==> config.mk <==
export PLATFORM = sky130hd
export DESIGN_NAME = sd_dat_bus_receiver
export DESIGN_NICKNAME = d
export VERILOG_FILES = /design/src/rtl/sd_dat_bus_receiver.sv
export SDC_FILE = /design/constraint.sdc
export NUM_CORES = 1
export LEC_CHECK = 0
export BUFFER_PORTS_ARGS = -buffer_cell sky130_fd_sc_hd__buf_2
export CAP_MARGIN = 0
export CORE_UTILIZATION = 45
export CTS_BUF_LIST = sky130_fd_sc_hd__clkbuf_2 sky130_fd_sc_hd__clkbuf_4 sky130_fd_sc_hd__clkbuf_8
export DETAILED_ROUTE_END_ITERATION = 8
export PLACE_DENSITY = 0.6
export SLEW_MARGIN = 20
export SYNTH_ARGS = -nofsm -noshare
export SYNTH_HDL_FRONTEND = slang
export SYNTH_SLANG_ARGS = --single-unit
==> constraint.sdc <==
create_clock -name CLK -period 3.36 [get_ports CLK]
set_clock_uncertainty 0.05 [all_clocks]
set_input_delay 0.672 -clock CLK [delete_from_list [all_inputs] [get_ports CLK]]
set_output_delay 0.672 -clock CLK [all_outputs]
set_load 0.01 [all_outputs]
==> src/rtl/sd_dat_bus_receiver.sv <==
// SD 4-bit DAT bus read-block receiver: start-bit hunt, nibble-to-byte
// assembly, per-line CRC16 check and end-bit check.

module sd_dat_crc_lane #(
  parameter int CRCWidth = 15,
  parameter int BCW      = 4
) (
  input  logic           clk,
  input  logic           rst,
  input  logic           clr,
  input  logic           shift,
  input  logic           din,
  input  logic [BCW-1:0] sel,
  output logic           crc_bit
);
  localparam logic [CRCWidth:0] POLY = (CRCWidth+1)'(16'h1021);

  logic [CRCWidth:0] crc;
  logic              fb;

  assign fb      = crc[CRCWidth] ^ din;
  assign crc_bit = crc[sel];

  always_ff @(posedge clk) begin
    if (rst || clr)
      crc <= '0;
    else if (shift)
      crc <= {crc[CRCWidth-1:0], 1'b0} ^ ({(CRCWidth+1){fb}} & POLY);
  end
endmodule

module sd_dat_bus_receiver #(
  parameter int BLOCKBYTES    = 512,
  parameter int CRCWidth      = 15,
  parameter int TIMEOUTCYCLES = 65535,
  parameter int TOWidth       = 15
) (
  input  logic       CLK,
  input  logic       RST,
  input  logic       ENA,
  input  logic [3:0] INPUTBUS,
  output logic [7:0] DATAOUT,
  output logic       DATAVALID,
  output logic       COMPLT,
  output logic       CRCERR,
  output logic       ENDERR,
  output logic       TIMEOUT
);
  localparam int                BCW      = $clog2(CRCWidth + 1);
  localparam logic [11:0]       NIB_LAST = 12'(2*BLOCKBYTES - 1);
  localparam logic [TOWidth:0]  TO_MAX   = (TOWidth+1)'(TIMEOUTCYCLES);
  localparam logic [TOWidth:0]  TO_ONE   = (TOWidth+1)'(1);
  localparam logic [BCW-1:0]    BIT_TOP  = BCW'(CRCWidth);

  typedef enum logic [2:0] {IDLE, WAIT_START, DATA, CRC, ENDBIT, DONE} state_t;

  state_t           state, state_nxt;
  logic [11:0]      nib_cnt;
  logic [BCW-1:0]   bit_cnt;
  logic [TOWidth:0] to_cnt;
  logic [3:0]       hi_nib;
  logic             mismatch;
  logic [3:0]       crc_bits;
  logic             abort;
  logic             crc_clr;
  logic             crc_shift;

  assign abort     = (state != IDLE) && !ENA;
  assign crc_clr   = (state == IDLE) && ENA;
  assign crc_shift = (state == DATA) && ENA;

  for (genvar i = 0; i < 4; i++) begin : g_lane
    sd_dat_crc_lane #(.CRCWidth(CRCWidth), .BCW(BCW)) u_lane (
      .clk    (CLK),
      .rst    (RST),
      .clr    (crc_clr),
      .shift  (crc_shift),
      .din    (INPUTBUS[i]),
      .sel    (bit_cnt),
      .crc_bit(crc_bits[i])
    );
  end

  always_ff @(posedge CLK) begin
    if (RST) state <= IDLE;
    else     state <= state_nxt;
  end

  always_comb begin
    state_nxt = state;
    if (abort) state_nxt = IDLE;
    else begin
      case (state)
        IDLE:       if (ENA) state_nxt = WAIT_START;
        WAIT_START: if (INPUTBUS == 4'b0000) state_nxt = DATA;
                    else if (to_cnt >= TO_MAX) state_nxt = DONE;
        DATA:       if (nib_cnt == NIB_LAST) state_nxt = CRC;
        CRC:        if (bit_cnt == '0) state_nxt = ENDBIT;
        ENDBIT:     state_nxt = DONE;
        DONE:       state_nxt = DONE;
        default:    state_nxt = IDLE;
      endcase
    end
  end

  always_ff @(posedge CLK) begin
    if (RST) begin
      DATAOUT   <= 8'h00;
      DATAVALID <= 1'b0;
      COMPLT    <= 1'b0;
      CRCERR    <= 1'b0;
      ENDERR    <= 1'b0;
      TIMEOUT   <= 1'b0;
      nib_cnt   <= '0;
      bit_cnt   <= '0;
      to_cnt    <= '0;
      hi_nib    <= '0;
      mismatch  <= 1'b0;
    end else begin
      DATAVALID <= 1'b0;
      if (abort) begin
        // Leaving via ENA low: aborted blocks never report, finished ones clear.
        COMPLT  <= 1'b0;
        CRCERR  <= 1'b0;
        ENDERR  <= 1'b0;
        TIMEOUT <= 1'b0;
      end else begin
        case (state)
          IDLE: begin
            COMPLT  <= 1'b0;
            CRCERR  <= 1'b0;
            ENDERR  <= 1'b0;
            TIMEOUT <= 1'b0;
            if (ENA) begin
              to_cnt   <= '0;
              mismatch <= 1'b0;
            end
          end
          WAIT_START: begin
            if (INPUTBUS == 4'b0000) nib_cnt <= '0;
            else if (to_cnt >= TO_MAX) begin
              TIMEOUT <= 1'b1;
              COMPLT  <= 1'b1;
            end else to_cnt <= to_cnt + TO_ONE;
          end
          DATA: begin
            if (!nib_cnt[0]) hi_nib <= INPUTBUS;
            else begin
              DATAOUT   <= {hi_nib, INPUTBUS};
              DATAVALID <= 1'b1;
            end
            nib_cnt <= nib_cnt + 12'd1;
            if (nib_cnt == NIB_LAST) bit_cnt <= BIT_TOP;
          end
          CRC: begin
            if (INPUTBUS != crc_bits) mismatch <= 1'b1;
            bit_cnt <= bit_cnt - BCW'(1);
          end
          ENDBIT: begin
            ENDERR <= (INPUTBUS != 4'b1111);
            CRCERR <= mismatch;
            COMPLT <= 1'b1;
          end
          default: ;
        endcase
      end
    end
  end
endmodule

After elaboration in Yosys (flattened, before gate mapping)
Index checks and enable logic that the tools add are counted.
{ "word_totals": {"reg_bits": 117, "inputBits": 7, "out_inout_bits": 13, "elab_cells": 108} }
{ "op_classes": {"add_sub_neg": 3, "magnitude_cmp": 2, "eq_ne": 17, "mux": 32, "n_bitwise": 11, "reduce_logical": 27} }
{ "op_table": {"columns": ["cell", "count"], "rows": [
  ["XOR 16 x 13 -> 16 bit", 4],
  ["two-way mux 16 bit", 3],
  ["case mux 16 bit (2 select lines)", 1],
  ["case mux 12 bit (2 select lines)", 1],
  ["AND reduction 3 bit", 6],
  ["adder 16 x 1 -> 16 bit (second input constant)", 1],
  ["binary-select mux 1 bit (select 4 bit)", 4],
  [">= comparator 16 bit (second input constant)", 1],
  ["two-way mux 3 bit", 5],
  ["case mux 3 bit (5 select lines)", 1],
  ["!= test 2 bit (second input constant)", 7],
  ["adder 12 x 1 -> 12 bit (second input constant)", 1],
  ["== test 12 x 10 -> 1 bit (second input constant)", 1],
  ["two-way mux 12 bit", 1],
  ["nonzero test 2 bit", 5],
  ["two-way mux 1 bit", 9],
  ["logical NOT 4 bit", 2],
  ["case mux 1 bit (2 select lines)", 4],
  ["case mux 4 bit (2 select lines)", 1],
  ["AND reduction 4 bit", 2],
  ["== test 3 x 2 -> 1 bit (second input constant)", 2],
  ["== test 3 bit (second input constant)", 2],
  ["nonzero test 3 bit", 2],
  ["less-than comparator 4 x 5 -> 1 bit (second input constant)", 1],
  ["17 further kinds", 25]
]} }

Logic depth before layout (Yosys ltp)
Gate-level depths: netlist (run 1).
{ "depth": {"depth_word": 5, "depth_mapped": 9, "ltp_nobuf": 7} }

Cells and area by module
From an unflattened synthesis (run 1), not the netlist that was laid out.
{ "hier_totals": {"hier_cells": 578, "hier_area_um2": 5688.0} }
{ "by_module_without_submodules": {"columns": ["module", "n_inst", "cells_per_inst", "area_per_inst_um2", "seq_area_each_um2"], "rows": [
  ["sd_dat_crc_lane", 4, 63, 754.5, 320.3],
  ["sd_dat_bus_receiver", 1, 326, 2670.1, 1061.0]
]} }

Worst setup path before layout (run 1)
No wires, ideal clock.
{ "synth_timing": {"kind": "input port to flip-flop", "start": "in INPUTBUS[0]", "end": "reg nib_cnt[11]", "setup_time_ns": 0.071, "t_arrival_ns": 2.068, "required_ns": 3.239, "slack_ns": 1.172, "stages": 6, "cell_sequence": "buf_2 nor4_4 a21bo_2 nand4_1 or3_1 a21oi_1"} }
{ "synth_between": {"elab_chain_cells": 3} }
{ "synth_lines": {"columns": ["element", "line", "rtl"], "rows": [
  ["start: declaration", "41", "input logic [3:0] INPUTBUS,"],
  ["logical NOT 4 bit", "140", "if (INPUTBUS == 4'b0000) nib_cnt <= '0;"],
  ["!= test 2 bit (no line)", null, null],
  ["AND reduction 3 bit (no line)", null, null],
  ["end signal: assignment", "152", "nib_cnt <= nib_cnt + 12'd1;"],
  ["end: declaration", "58", "logic [11:0] nib_cnt;"]
]} }
No other way between the ends.
A chain may end at the register's enable or synchronous reset.

Worst setup path after layout (run 1)
{ "layout_timing": {"start": "reg state[0]", "end": "reg mismatch"} }
{ "layout_between": {"elab_chain_cells": 4} }
{ "layout_lines": {"columns": ["element", "line", "rtl"], "rows": [
  ["start: declaration", "57", "state_t state, state_nxt;"],
  ["start signal: assignment", "86", "else state <= state_nxt;"],
  ["branches (longest 4 deep; another with AND reduction 4 bit)", null, null],
  ["end signal: assignment", "118", "mismatch <= 1'b0;"],
  ["end signal: assignment", "136", "mismatch <= 1'b0;"],
  ["end signal: assignment", "156", "if (INPUTBUS != crc_bits) mismatch <= 1'b1;"],
  ["end: declaration", "62", "logic mismatch;"]
]} }
Parallel ways; which one is timed is not known.

==> results of run 1 <==
==> synth_stat cells (9+ instances only) <==
cell type	n
nor2_1	33
dfxtp_1	117
o21ai_0	17
mux2i_1	10
a211oi_1	9
nand2_1	160
clkbuf_1	35
nand4_1	9
nand3_1	20
xnor2_1	23
mux4_1	9
a21oi_1	93
==> critical path, stage by stage, from the launching register on <==
cell      delay, ns
dfxtp_1        0.70
nor2_1         0.24
a21oi_1        0.80
a21oi_1        0.20
and4_1         0.25
o221ai_2       0.12
==> layer usage <==
metal  part of all wire [%]  track usage (%)
met1                     49            24.91
met4                    1.2            8.378
met3                    3.3            4.682
met2                     47            30.64
met5                      0                0
==> area by class of cell <==
class	count	area (sq um)
fillers	1098	5602
multi-input cells	471	2865
flip-flops and latches	117	2342
clock buffers	22	284.0
repair buffers	27	180.2
well taps	143	178.9
clock inverters	9	127.6
inverters	9	33.78
==> metrics by stage <==
step,util (%),hold slack [ns],total power [mW],cells,cell area (sq um)
after floorplan,-,0.3903,1.498,643,5434
after global placement,48.22,0.3810,1.523,767,5600
after detailed placement,48.22,0.3814,1.524,767,5600
after CTS,51.77,0.3909,2.867,798,6012
after global routing,51.77,0.4199,2.940,798,6012
final,51.77,0.3863,2.835,798,6012
==> path summary, 6_finish.rpt <==
kind | startpoint | endpoint | slack, ns
setup reg to reg | state[0] | mismatch | 0.93
setup / recovery | state[0] | mismatch | 0.93
hold reg to reg | TIMEOUT | TIMEOUT | 0.39
hold / removal | TIMEOUT | TIMEOUT | 0.39
==> power by group through the flow <==
stage	Combinational (mW)	Sequential, mW	Clock (mW)
CTS	0.0973	1.40	1.37
global route	0.107	1.40	1.44
global placement	0.0964	1.43	0
finish	0.0965	1.40	1.34
detailed placement	0.0969	1.43	0
floorplan	0.0752	1.42	0
==> registers in the layout (all words and copies together) (netlist names) <==
register,flops
g_lane.u_lane.crc,64
to_cnt,16
nib_cnt,12
DATAOUT,8
bit_cnt,4
hi_nib,4
state,3
COMPLT,1
CRCERR,1
DATAVALID,1
ENDERR,1
TIMEOUT,1
mismatch,1
==> kinds of logic (layout without fill, tap and decap cells) <==
logic type                 count (synthesis)  in the layout
xor gates and xnor gates                  29             29
and+or+nand+nor                          269            269
muxes                                     27             27
AOI/OAI and AO/OA                        143            143
adders and majority gates                  3              3
buffers and inverters                     55             67
DFF                                      117            117
==> impl_metrics.tcl, run 1 <==
set metrics [dict create \
    dp_hpwl_microns 7498 \
    drt_iter0_drc 297 \
    clk_pin_slew_ns 0.06 \
    n_antenna_cell 0 \
    area_growth_pct 10.64 \
    track_usage_pct 19.28 \
    worstPathArrival_ns 2.73 \
    yosys_warnings 0 \
    end_kind "register" \
    seq_area_frac_synth_pct 43.10 \
    start_kind "register" \
    synthFlopType "dfxtp_1" \
    fmax_mhz 411.3 \
    grt_pass1_vias 3976 \
    die_w_microns 111.9 \
    period_minus_slack_ns 2.431 \
    start_util_pct 46.79 \
    netlist_top_cells_area "dfxtp_1 43%, nand2_1 11%, a21oi_1 8.6%" \
    final_cell_mix "160 x nand2_1, 117 x dfxtp_1, 93 x a21oi_1" \
    finalCritPeriodShare_pct 72.36 \
    setup_slack_ns 0.9286 \
    io_pins 20 \
    final_nets 653 \
    grt_max_degree 49 \
    grt_setup_unrepaired "false" \
    maxCapViolCount 0 \
    worst_slew_pin_slew_ns 0.9335 \
    power.density_nw_per_um2 471.5 \
    irDropWorstVdd_mv 0.2844 \
    post_drt_wl_per_cell_microns 14.18 \
    post_cts.repair.setup_buffers 0 \
    pre_cts_slack_ns 0.7640 \
    layout_commonest_cell "nand2_1" \
    dr.pass1.iters 6 \
    synth_mux_area_share_pct 9.302 \
    cts_buffer_depth 2 \
    synth-edff-count 0 \
    drv_slew 0 \
    grt_pass1_wl_microns 19280 \
    num_vias 4393 \
    h-tree-depth 4 \
    overflow 0 \
    synth.distinct_cells 51 \
    critPathRequiredTime_ns 3.66 \
    synth_cells 643 \
    antenna_found_initial 0 \
    yosys.area.top_type_share_pct 43.10 \
    total_leakage_power_nw 2.007 \
    clkLatencyLatePin_ns 0.44 \
    p_sw_mw 0.6293 \
    hold_violations 0 \
    drc 1 \
    p_seq_share_pct 49.2 \
    netlist_area_sq_um 5434 \
    vias_per_cell 5.505 \
    synthXorXnorAreaFrac_pct 4.674 \
    p_int_mw 2.205 \
    place.gp.congestion 0.7873 \
    switching_share_pct 22.20 \
    rows 39 \
    path_max_fanout 18 \
    cts_hold_buffers 0 \
    coreArea_sq_um 11610 \
    finalSetupViolations 0 \
    cts_buffers 17 \
    synth_compound_area_share_pct 15.54 \
    post_cts_resize_count 0 \
    rr_worst_depth 5 \
    synth_top_family_by_area "simple AND/OR/NAND/NOR gates" \
    worstSetupPathType "register to register" \
    portBuffers 19 \
    p_clk_share_pct 47.4 \
    ant_nets 0 \
    combinationalPowerShare_pct 3.4 \
    slew_headroom_pct 37.77 \
    drive_gt1_share_pct 12.21 \
    syn-num-nets 653 \
    drt_wl_total_microns 11310 \
    die_h_microns 111.9 \
    synthArstFlopShare_pct 0 \
    cts_tree "yes" \
    ys_ff_latch 117 \
    violations "DRC" \
    fin_setup_tns_ns 0 \
    hold_path.class "register to register" \
    root_buffer "clkbuf_8" \
    die_area_sq_um 12520 \
    syn_area_per_cell_sq_um 8.451 \
    yosys.area.top_type "dfxtp_1" \
    synth-simple-area-share_pct 22.36 \
    synthAdderAreaFrac_pct 0.6908 \
    clock-sinks 117 \
    hold-path-cell-count 2 \
    status "complete, but fails checks" \
]
Note: power is estimated with default switching activity, not from simulation.
==> inputs of run 2 (changes only) <==
--- a/config.mk
+++ b/config.mk
@@ -5,6 +5,7 @@
 export SDC_FILE = /design/constraint.sdc
 export NUM_CORES = 1
 export LEC_CHECK = 0
+export ABC_AREA = 1
 export BUFFER_PORTS_ARGS = -buffer_cell sky130_fd_sc_hd__buf_2
 export CAP_MARGIN = 0
 export CORE_UTILIZATION = 45
==> constraint.sdc (replaced) <==
create_clock -name CLK -period 2.4 [get_ports CLK]
set_clock_uncertainty 0.05 [all_clocks]
set_input_delay 0.48 -clock CLK [delete_from_list [all_inputs] [get_ports CLK]]
set_output_delay 0.48 -clock CLK [all_outputs]
set_load 0.01 [all_outputs]
==> impl_metrics.tcl, run 2 <==
set metrics [dict create \
    combinationalPowerShare_pct 27.4 \
    hold-path-cell-count 3 \
    total_leakage_power_nw 2.434 \
    fin_cells 1000 \
    overflow 0 \
    place.gp.congestion 0.8701 \
    p_sw_mw 1.883 \
    synth.most_common_cell "nand2_1" \
    synth_cells 813 \
    largest_register "g_lane.u_lane.crc" \
    coreArea_sq_um 12060 \
    end_kind "register" \
    track_usage_pct 21.22 \
    synth.distinct_cells 34 \
    p_seq_share_pct 41.4 \
    status "finished clean" \
    start_util_pct 46.47 \
    layout_commonest_cell "nand2_1" \
    reg.largest.list "g_lane.u_lane.crc x64, to_cnt x16, nib_cnt x12" \
    die_area_sq_um 12910 \
    cts_buffers 17 \
    num_vias 5104 \
    syn-num-nets 823 \
    start_kind "register" \
    rows 40 \
    clkLatencyLatePin_ns 0.45 \
    seq_area_frac_synth_pct 41.79 \
    antenna_found_initial 0 \
    die_w_microns 113.6 \
    grt_pass1_vias 4767 \
    cts_buffer_depth 2 \
    ant_nets 0 \
    synth_mux_area_share_pct 0 \
    clk_pin_slew_ns 0.07 \
    clock-sinks 117 \
    synth-edff-count 0 \
    power_mw 5.368 \
    hold_path.class "input port to register" \
    post_cts_resize_count 0 \
    ys_ff_latch 117 \
    portBuffers 19 \
    syn_area_per_cell_sq_um 6.895 \
    finalSetupViolations 0 \
    setup_slack_ns 0.3615 \
    synthAdderAreaFrac_pct 0.6696 \
    fmax_mhz 490.6 \
    grt_max_degree 83 \
    worst_slew_pin_slew_ns 0.6150 \
    path_max_fanout 13 \
    drt_wl_total_microns 12770 \
    maxCapViolCount 0 \
    root_buffer "clkbuf_8" \
    drv_slew 0 \
    timing.critical_path.from "to_cnt[0]" \
    grt_pass1_wl_microns 21870 \
    ff2ff_setup_slack_ns 0.36 \
    post_cts.repair.setup_buffers 0 \
    synthXorXnorAreaFrac_pct 3.125 \
    dr.pass1.iters 5 \
    cts_tree "yes" \
    vias_per_cell 5.104 \
    synth_top_family_by_area "simple AND/OR/NAND/NOR gates" \
    period_minus_slack_ns 2.039 \
    drc 0 \
    slew_headroom_pct 58.85 \
    p_clk_share_pct 31.1 \
    rr_worst_depth 13 \
    yosys.area.top_type_share_pct 41.79 \
    final_cell_mix "169 x nand2_1, 117 x dfxtp_1, 104 x a21oi_1" \
    synth_compound_area_share_pct 17.97 \
    worstPathArrival_ns 2.32 \
    netlist_area_sq_um 5605 \
    critPathRequiredTime_ns 2.69 \
    finalCritPeriodShare_pct 84.94 \
    switching_share_pct 35.09 \
    irDropWorstVdd_mv 0.4304 \
    ys_top_cells_by_count "169 x nand2_1, 117 x dfxtp_1, 104 x a21oi_1" \
    synthFlopType "dfxtp_1" \
    dp_hpwl_microns 8507 \
    netlist_top_cells_area "dfxtp_1 42%, nand2_1 11%, a21oi_1 9.3%" \
    p_int_mw 3.484 \
    io_pins 20 \
    yosys_warnings 0 \
    largest_reg_flops 64 \
    final_nets 833 \
    yosys.area.top_type "dfxtp_1" \
    placed_cells_incl_taps 972 \
    synthArstFlopShare_pct 0 \
    drt_iter0_drc 338 \
    pre_cts_slack_ns 0.2496 \
    grt_setup_unrepaired "false" \
    r2r_end "to_cnt[9]" \
    n_antenna_cell 0 \
    h-tree-depth 4 \
    worstSetupPathType "register to register" \
    cts_hold_buffers 0 \
    post_drt_wl_per_cell_microns 12.77 \
    area_growth_pct 10.36 \
    synth-simple-area-share_pct 27.17 \
    timing.hold.ws_ns 0.3154 \
    power.density_nw_per_um2 867.8 \
    die_h_microns 113.6 \
    cp-endpoint "to_cnt[9]" \
    hold_violations 0 \
    drive_gt1_share_pct 9.976 \
    regToRegStartpoint "to_cnt[0]" \
    fin_setup_tns_ns 0 \
]
## run 2: cell types whose count changed after synthesis, sizes merged, moves of 16 or more
cell,previous run,this run
clkbuf,35,14
inv,9,90
mux4,16,0
nand3,20,57
nor2,33,88
o21ai,17,80
xnor2,23,5
## run 2: worst min path at each step
stage / start / end / slack (ns)
finish: INPUTBUS[3] / DATAOUT[3] / 0.32
global route: INPUTBUS[2] / DATAOUT[2] / 0.32
CTS: INPUTBUS[3] / DATAOUT[3] / 0.30
detailed placement: mismatch / mismatch / 0.40
global placement: mismatch / mismatch / 0.40
floorplan: mismatch / mismatch / 0.38
## run 2: cells by family (layout without fill, tap and decap cells)
logic type               after synthesis  in the layout
adder cells (fa/ha/maj)                3              3
XOR/XNOR                              20             20
buffers and inverters                129            148
AO/OA/AOI/OAI                        194            194
flip-flops                           117            117
AND/OR/NAND/NOR                      350            350
## run 2: area by class of cell
cell class	instances	area [sq um]
inverters	90	340.3
fillers	1207	5876
clock inverters	5	50.05
well taps	168	210.2
multi-input cells	567	2743
repair buffers	30	190.2
clock buffers	23	310.3
flip-flops and latches	117	2342
## run 2: power by group through the flow
stage	Sequential (mW)	Combinational, mW	Clock [mW]
final	2.22	1.47	1.67
after floorplan	2.23	1.17	0
after CTS	2.22	1.48	1.71
after global routing	2.24	1.66	1.80
after detailed placement	2.26	1.47	0
after global placement	2.26	1.45	0
## run 2: routing by layer
metal	routed length, microns	track usage, %	up-vias
met5	0	0	-
met2	5757	33.90	83
met3	419	4.357	21
met1	6333	27.65	2341
met4	254	9.561	0
li1	-	-	2659
## run 2: worst max-delay path, stage by stage, from the launching register on
cell,delay [ns]
dfxtp_1,0.34
ha_1,0.23
nand2_1,0.12
inv_1,0.06
nand3_1,0.08
nor2_1,0.04
nand2_1,0.13
nor2_2,0.05
nor2_1,0.14
nand2_2,0.20
nor2_1,0.28
nand2_1,0.09
nand2_1,0.07
nor2_1,0.05
## run 2: stage by stage
stage / instance area (sq um) / util [%]
2_1_floorplan: 5605 / -
3_3_place_gp: 5826 / 48.30
3_5_place_dp: 5826 / 48.30
4_1_cts: 6186 / 51.29
5_1_grt: 6186 / 51.29
6_report: 6186 / 51.29
